## src/rtl/fetch_pkg.sv

```systemverilog
// Shared types and constants for the instruction fetch buffer.
//   INSTR_W / ADDR_W : instruction word and PC widths
//   FETCH_DEPTH      : default number of buffered fetch entries
//   fetch_entry_t    : one buffered instruction together with its PC
package fetch_pkg;

   localparam int INSTR_W     = 9;
   localparam int ADDR_W      = 16;
   localparam int FETCH_DEPTH = 4;

   typedef struct packed {
      logic [INSTR_W-1:0] instr;
      logic [ADDR_W-1:0]  pc;
   } fetch_entry_t;

   // Width of an occupancy counter able to hold 0..depth inclusive.
   function automatic int cnt_width(input int depth);
      return $clog2(depth) + 1;
   endfunction

endpackage

```

## src/rtl/fetch_fifo.sv

```systemverilog
// Circular FIFO of fetch_entry_t with an explicit occupancy counter.
// Ports:
//   clk, rst_n     : clock, synchronous active-low reset
//   push, wr_entry : write wr_entry at the write pointer
//   pop            : advance the read pointer (ignored while empty)
//   clear          : drop all contents, pointers back to 0 (beats push/pop)
//   rd_entry       : combinational read of the head entry
//   full, empty    : occupancy flags
//   count          : number of occupied entries, 0..DEPTH
module fetch_fifo
   import fetch_pkg::*;
#(
   parameter int DEPTH = FETCH_DEPTH
) (
   input  logic                        clk,
   input  logic                        rst_n,
   input  logic                        push,
   input  fetch_entry_t                wr_entry,
   input  logic                        pop,
   input  logic                        clear,
   output fetch_entry_t                rd_entry,
   output logic                        full,
   output logic                        empty,
   output logic [cnt_width(DEPTH)-1:0] count
);

   localparam int PTR_W = $clog2(DEPTH);
   localparam int CNT_W = cnt_width(DEPTH);

   if (DEPTH < 2 || (DEPTH & (DEPTH - 1)) != 0) begin : g_depth_chk
      $error("fetch_fifo: DEPTH must be a power of two and at least 2");
   end

   fetch_entry_t     mem [DEPTH];
   logic [PTR_W-1:0] wr_ptr;
   logic [PTR_W-1:0] rd_ptr;
   logic             do_push;
   logic             do_pop;

   assign empty    = (count == '0);
   assign full     = (count == CNT_W'(DEPTH));
   assign do_pop   = pop & ~empty & ~clear;
   assign do_push  = push & ~clear;
   assign rd_entry = mem[rd_ptr];

   // Pointers are exactly log2(DEPTH) bits, so the +1 wraps modulo DEPTH;
   // the separate counter is what distinguishes full from empty.
   always_ff @(posedge clk) begin
      if (!rst_n) begin
         wr_ptr <= '0;
         rd_ptr <= '0;
         count  <= '0;
      end else if (clear) begin
         wr_ptr <= '0;
         rd_ptr <= '0;
         count  <= '0;
      end else begin
         if (do_push) wr_ptr <= wr_ptr + 1'b1;
         if (do_pop)  rd_ptr <= rd_ptr + 1'b1;
         case ({do_push, do_pop})
            2'b10:   count <= count + 1'b1;
            2'b01:   count <= count - 1'b1;
            default: count <= count;
         endcase
      end
   end

   // Storage needs no reset: nothing is read out until it has been written.
   always_ff @(posedge clk) begin
      if (do_push) mem[wr_ptr] <= wr_entry;
   end

   // A write into a full FIFO is only legal when the head leaves the same cycle.
   a_no_overflow: assert property (@(posedge clk) disable iff (!rst_n)
      !(push && full && !pop && !clear));

endmodule

```

## src/rtl/instr_fetch_buffer.sv

```systemverilog
// Fetch buffer between the PC generator and the decoder.
// Issues the PC to a 1-cycle-latency instruction ROM, captures the returned
// word with its PC in a FIFO and hands it to decode with valid/ready.
// Ports:
//   CLK, reset_ctrl_n      : clock, synchronous active-low reset
//   pc_in, pc_valid_in     : fetch request from the PC generator
//   fetch_stall_out        : fetch stage must hold its PC while high
//   imem_addr_out/rd_out   : ROM request (address is pc_in passed through)
//   imem_data_in           : ROM data, one cycle after imem_rd_out
//   flush_ctrl             : taken branch; kill buffered and in-flight work
//   instr_out/instr_pc_out : head instruction and its PC
//   instr_valid_out        : head is valid
//   decode_ready_in        : decoder takes the head this cycle
//   count_out              : FIFO occupancy
// Instruction/address widths come from fetch_pkg because the buffered
// entry type is defined there.
module instr_fetch_buffer
   import fetch_pkg::*;
#(
   parameter int DEPTH = FETCH_DEPTH
) (
   input  logic                        CLK,
   input  logic                        reset_ctrl_n,
   input  logic [ADDR_W-1:0]           pc_in,
   input  logic                        pc_valid_in,
   output logic                        fetch_stall_out,
   output logic [ADDR_W-1:0]           imem_addr_out,
   output logic                        imem_rd_out,
   input  logic [INSTR_W-1:0]          imem_data_in,
   input  logic                        flush_ctrl,
   output logic [INSTR_W-1:0]          instr_out,
   output logic [ADDR_W-1:0]           instr_pc_out,
   output logic                        instr_valid_out,
   input  logic                        decode_ready_in,
   output logic [cnt_width(DEPTH)-1:0] count_out
);

   localparam int CNT_W = cnt_width(DEPTH);

   logic              inflight;
   logic [ADDR_W-1:0] inflight_pc;
   logic [CNT_W:0]    occupancy;
   logic              capture;
   logic              pop;
   logic              fifo_full;
   logic              fifo_empty;
   fetch_entry_t      wr_entry;
   fetch_entry_t      head;

   // Reserve a slot for the request already at the ROM, so every issued
   // fetch is guaranteed room when its data returns.
   assign occupancy       = {1'b0, count_out} + {{CNT_W{1'b0}}, inflight};
   assign fetch_stall_out = (occupancy >= (CNT_W+1)'(DEPTH));

   assign imem_addr_out = pc_in;
   assign imem_rd_out   = pc_valid_in & ~fetch_stall_out & ~flush_ctrl;

   // The response landing in a flush cycle belongs to the wrong path.
   assign capture        = inflight & ~flush_ctrl;
   assign wr_entry.instr = imem_data_in;
   assign wr_entry.pc    = inflight_pc;

   assign instr_valid_out = ~fifo_empty;
   assign pop             = instr_valid_out & decode_ready_in & ~flush_ctrl;

   // Gate the head so an empty buffer shows zeros, not stale storage.
   assign instr_out    = instr_valid_out ? head.instr : '0;
   assign instr_pc_out = instr_valid_out ? head.pc    : '0;

   always_ff @(posedge CLK) begin
      if (!reset_ctrl_n) begin
         inflight    <= 1'b0;
         inflight_pc <= '0;
      end else if (flush_ctrl) begin
         inflight    <= 1'b0;
      end else begin
         // Back-to-back issue keeps the flag set: one fetch per cycle.
         inflight <= imem_rd_out;
         if (imem_rd_out) inflight_pc <= pc_in;
      end
   end

   fetch_fifo #(
      .DEPTH (DEPTH)
   ) u_fifo (
      .clk      (CLK),
      .rst_n    (reset_ctrl_n),
      .push     (capture),
      .wr_entry (wr_entry),
      .pop      (pop),
      .clear    (flush_ctrl),
      .rd_entry (head),
      .full     (fifo_full),
      .empty    (fifo_empty),
      .count    (count_out)
   );

   // The stall reservation must keep buffered plus outstanding within DEPTH.
   a_occupancy: assert property (@(posedge CLK) disable iff (!reset_ctrl_n)
      occupancy <= (CNT_W+1)'(DEPTH));

   a_capture_room: assert property (@(posedge CLK) disable iff (!reset_ctrl_n)
      !(capture && fifo_full && !pop));

endmodule

```

## config.mk

```make
export PLATFORM = sky130hd
export DESIGN_NAME = instr_fetch_buffer
export DESIGN_NICKNAME = d
export VERILOG_FILES = /design/src/rtl/fetch_pkg.sv /design/src/rtl/fetch_fifo.sv /design/src/rtl/instr_fetch_buffer.sv
export SDC_FILE = /design/constraint.sdc
export NUM_CORES = 1
export LEC_CHECK = 0
export BUFFER_PORTS_ARGS = -buffer_cell sky130_fd_sc_hd__buf_2
export CORE_MARGIN = 2
export CORE_UTILIZATION = 56
export CTS_CLUSTER_DIAMETER = 40
export DETAILED_ROUTE_END_ITERATION = 16
export GPL_TIMING_DRIVEN = 0
export PLACE_DENSITY_LB_ADDON = 0.15
export REMOVE_ABC_BUFFERS = 1
export SLEW_MARGIN = 20
export SYNTH_ARGS = -nofsm -noshare
export SYNTH_HDL_FRONTEND = slang
export SYNTH_SLANG_ARGS = --single-unit
```

## constraint.sdc

```tcl
create_clock -name CLK -period 2.4 [get_ports CLK]
set_input_delay 0.36 -clock CLK [delete_from_list [all_inputs] [get_ports CLK]]
set_output_delay 0.36 -clock CLK [all_outputs]
set_load 0.01 [all_outputs]
```

### Word level (Yosys, flattened, before mapping)

Memories as Yosys holds them, arrays and structs flattened. A register that Yosys moved wholly into a read port is not among the register bits.
Index checks and enable logic that the tools add are counted.

| storage, ports and cells | value |
|---|---|
| register bits after elaboration | 24 |
| RAM bits | 100 |
| input port bits | 30 |
| output and inout port bits | 47 |
| word-level logic and storage cells | 37 |
| memories | 1 |

| operators by class | value |
|---|---|
| $add $sub $neg | 5 |
| magnitude comparators | 1 |
| equal/unequal tests | 2 |
| mux-type cells | 7 |
| bitwise logic cells | 12 |
| reduce and logical (&&, ||, !) cells | 4 |

Memory list:

| memory | depth | bits a word | read ports | clocked after memory_dff | write ports | RTL line | RTL |
|---|---|---|---|---|---|---|---|
| u_fifo.mem | 4 | 25 | 1 | 1 | 1 | fetch_fifo.sv:34 | `fetch_entry_t mem [DEPTH];` |

Operator list:

| operator | number |
|---|---|
| $mux W16 | 1 |
| $mux W9 | 1 |
| $and A1 B1 Y1 | 8 |
| $pmux W3 S2 | 1 |
| $add A2 B1 Y2 const B | 2 |
| $add A3 B1 Y4 | 1 |
| $ge A4 B3 Y1 const B | 1 |
| $mux W2 | 2 |
| $not A1 Y1 | 4 |
| $add A3 B1 Y3 const B | 1 |
| $logic_not A3 Y1 | 1 |
| $sub A3 B1 Y3 const B | 1 |
| $eq A2 B1 Y1 const B | 1 |
| $eq A2 B2 Y1 const B | 1 |
| $mux W1 | 2 |
| $reduce_and A2 Y1 | 1 |
| $reduce_bool A2 Y1 | 1 |
| $reduce_or A2 Y1 | 1 |

### Logic depth before layout (Yosys ltp)

| logic depth | value |
|---|---|
| depth after elaboration | 8 |
| mapped depth | 8 |
| gate-level depth less buffers | 8 |

### Hierarchy

From an unflattened synthesis, not the netlist that was laid out.

| unflattened totals | value |
|---|---|
| cells, all modules | 303 |
| area total of the unflattened synthesis | 5129.9 µm² |

By module, submodules not included:

| module | times used | cells each | area an instance (µm²) | seq. area each (µm²) |
|---|---|---|---|---|
| fetch_fifo | 1 | 182 | 4113.9 | 3183.1 |
| instr_fetch_buffer | 1 | 121 | 1016.0 | 340.3 |

### Worst setup path before layout

OpenSTA, ideal clock, no wires.

| timing | value |
|---|---|
| path kind | reg2reg |
| start point | register u_fifo.count[0] |
| end point | register u_fifo.count[2] |
| setup time | 0.070 ns |
| arrival time | 1.845 ns |
| data required time | 2.330 ns |
| setup slack | 0.485 ns |
| cell stages (with the launch flop) | 9 |
| path buffers | 0 |
| period minus slack after synthesis | 1.915 ns |
| cell sequence | dfxtp_1 -> o31ai_1 -> nor2_1 -> ha_1 -> inv_1 -> fa_1 -> xor2_1 -> or3_1 -> a21oi_1 |

| on the way | value |
|---|---|
| longest elaborated chain between the ends | 8 |
| elaborated cells on any way between the ends | 12 |
| classes of those cells | add/sub (2); eq/ne (2); mux (1); bitwise (5); reduce/logical (2) |

Ends and longest elaborated chain:

| item | RTL line | RTL |
|---|---|---|
| from (decl) | fetch_fifo.sv:24 | `output logic [cnt_width(DEPTH)-1:0] count` |
| from (signal assigned) | fetch_fifo.sv:61 | `2'b10: count <= count + 1'b1;` |
| from (signal assigned) | fetch_fifo.sv:62 | `2'b01: count <= count - 1'b1;` |
| from (signal assigned) | fetch_fifo.sv:63 | `default: count <= count;` |
| $logic_not A3 Y1 (*) | fetch_fifo.sv:40 | `assign empty = (count == '0);` |
| $not A1 Y1 (*) | fetch_fifo.sv:42, instr_fetch_buffer.sv:63 |  |
| $and A1 B1 Y1 (2 in a row) | instr_fetch_buffer.sv:64 | `assign pop = instr_valid_out & decode_ready_in & ~flush_ctrl;` |
| $and A1 B1 Y1 (*) (2 in a row) | fetch_fifo.sv:42 | `assign do_pop = pop & ~empty & ~clear;` |
| via u_fifo.do_pop | fetch_fifo.sv:38 | `logic do_pop;` |
| $eq A2 B1 Y1 / $eq A2 B2 Y1 (equally long branches) | fetch_fifo.sv:60 | `case ({do_push, do_pop})` |
| $pmux W3 S2 / $reduce_bool A2 Y1 (equally long branches) | n/a |  |

The timed path passes the listed nets; every way through them passes the cells marked *.
A chain may end at the register's enable or synchronous reset.

==> reports/results.ini <==
[clock_tree]
clkSinkCount = 126
cts_buffers = 17
htree_num_levels = 4
max-clock-path-buffers = 2
cts_tree = built
clk_latency_ns = 0.51
cts_root_buf = clkbuf_8
clk_pin_slew_worst_paths_ns = 0.06

[pwr]
leakage_nw = 2.18
ir_worst_vdd_mv = 0.516
intPower_mw = 4.02
clkPwrFrac_pct = 48.9
p_sw_share_pct = 19.3
switchingPower_uw = 960
power_mw = 4.98
sequentialPowerShare_pct = 48.2
p_comb_share_pct = 2.9
power_density_nw_per_um2 = 823

[synthesis]
synthTopCellsByArea = edfxtp_1 (59%), mux4_2 (11%), dfxtp_1 (10%)
ys_warn_count = 0
synth.avg_cell_area_um2 = 16.8
synth.distinct_cells = 26
ys_seq_area_share_pct = 69.7
yosys.area.top_type = edfxtp_1
synthFlopType = edfxtp_1
synth_enable_flop_cells = 100
ys_top_cells_by_count = edfxtp_1 (100), nand2_1 (33), dfxtp_1 (26), nor2b_1 (26), mux4_2 (25)
netlist_area_um2 = 5050
synth_top_area_share_pct = 59.4
synthCells = 300
synthArstFlopShare_pct = 0
synth_seq_cells = 126
yosysMostFrequentCell = edfxtp_1

[die]
initial_core_util_pct = 57.9
row_count = 34
chipWidth_um = 99.0
die_y_um = 99.0
ioPinCount = 77
core_area_um2 = 8720
die-area_um2 = 9800

[global_route]
grt_max_degree = 35
gr-total-overflow = 0
grtUsageTotal_pct = 18.9
grt-busiest-layer = met2
grt_pass1_vias = 2656
grt_pass1_wl_um = 13600
use_met3_pct = 4.96
grt_util_met1_pct = 22.8
antenna_found_initial = 0
gr-usage-met2_pct = 32.2

[run]
maxCapViolations = 0

[worst_setup_path]
critical_path.max_stage_delay_ns = 0.51
crit_type = reg -> out
worstPathArrival_ns = 1.88
crit_path_end_kind = output port
required_ns = 2.04
cp_max_fo = 15
startpoint_type = flop
path_cells = buf_16 > mux4_2 > nor2b_1 > buf_2
cp_slowest_cell = mux4_2

[final_layout]
seq_area_um2 = 3530
final_util_pct = 69.4
n_fill_cell = 593
stdcell_count = 493
diodes = 0
multi_input_area_um2 = 1300
drive_gt1_share_pct = 37.4
fin_nets = 408
area_delta_synth_final_pct = 19.7
design_area_um2 = 6050

[sta]
setup_ws_ns = 0.156
rsz0062_at_grt = false
final_max_slew_viol_count = 0
skew_ns = 0.00751
finalHoldViolCount = 0
whs_ns = 0.0689
slew_headroom_pct = 52.0
worst-slew-pin-transition_ns = 0.721
min_period_ns = 2.24
fin_crit_sh_pct = 93.5
max_freq_mhz = 446
setup_viol = 0
setup_tns_ns = 0

[worst_hold_path]
hold_path_class = in -> reg

[routing]
vias = 2605
viasPerCell = 5.28
drc = 0
first_iter_violations = 76
drtAntennaViolNets = 0
wl_per_cell_um = 17.9
totalWireLength_um = 8810
drt-pass1-iter-count = 4

[place]
place_congestion = 0.682
post-place-ws_ns = 0.310
post_dp_cell_area_um2 = 5420
io_buffers = 76
place_hpwl_um = 5020
dp_cells = 456

[status]
status = complete, no violations

==> timing repair <==
action,CTS,global route
pin swaps,1,1
hold buffers,0,0
resized for setup,2,0
setup endpoints to repair,23,16
cloned,0,0
buffers inserted,3,2
hold endpoints to repair,0,0
==> worst max-delay path: cells and delay by family, from the launching register on <==
kind          cells  cell delay (ns)
flops             1             0.38
simple gates      1             0.16
buf+inv           2             0.31
mux               1             0.51
==> routing by layer <==
| metal | wire, um | share of wire [%] |
|---|---|---|
| met1 | 3680 | 42 |
| met5 | 0 | 0 |
| met3 | 349 | 4.0 |
| met4 | 148 | 1.7 |
| met2 | 4630 | 53 |
==> placed cells by master (no fill, tap or decap), types with 5 or more instances in the layout <==
cell,instances
edfxtp_1,100
buf_2,76
nand2_1,33
nor2b_1,26
mux4_2,25
dfxtp_1,24
mux2i_1,17
clkbuf_16,16
nor2_1,8
inv_1,7
ha_1,5
==> final cells by class <==
type | instances | share of cell area (%)
clock buffer | 21 | 7.09
clock inverter | 11 | 2.36
inverter | 7 | 0.434
multi-input combinational | 136 | 21.5
sequential | 126 | 58.4
tap | 108 | 2.23
timing repair buffer | 84 | 8.06
==> power groups by stage <==
stage	combinational [mW]	clock [mW]	sequential [mW]
finish	0.145	2.43	2.40
global route	0.161	2.57	2.40
CTS	0.148	2.47	2.40
detailed placement	0.144	0	2.45
global placement	0.135	0	2.44
floorplan	0.0573	0	2.44
==> registers in the layout, indices dropped and copies added (netlist names), named ones only <==
signal and cells:
inflight 1, inflight_pc 16, u_fifo.count 3, u_fifo.mem 100
u_fifo.rd_ptr 2, u_fifo.wr_ptr 2
==> kinds of logic after synthesis <==
group | after synthesis | synth area share, %
flops | 126 | 69.7
simple gates | 77 | 7.70
mux | 42 | 14.5
buf+inv | 38 | 4.93
compound gates | 7 | 0.817
fa+ha+maj | 6 | 1.63
xor+xnor | 4 | 0.693
==> final timing paths <==
check	endpoint	cells past startpoint	from	slack, ns
max	instr_pc_out[2]	4	flop	0.16
min	u_fifo.mem[1][22]	1	imem_data_in[6]	0.07
max reg2reg	u_fifo.count[2]	8	u_fifo.count[1]	0.25
min reg2reg	u_fifo.mem[2][6]	0	inflight_pc[6]	0.50
No activity file was read; power rests on OpenSTA's default activity.
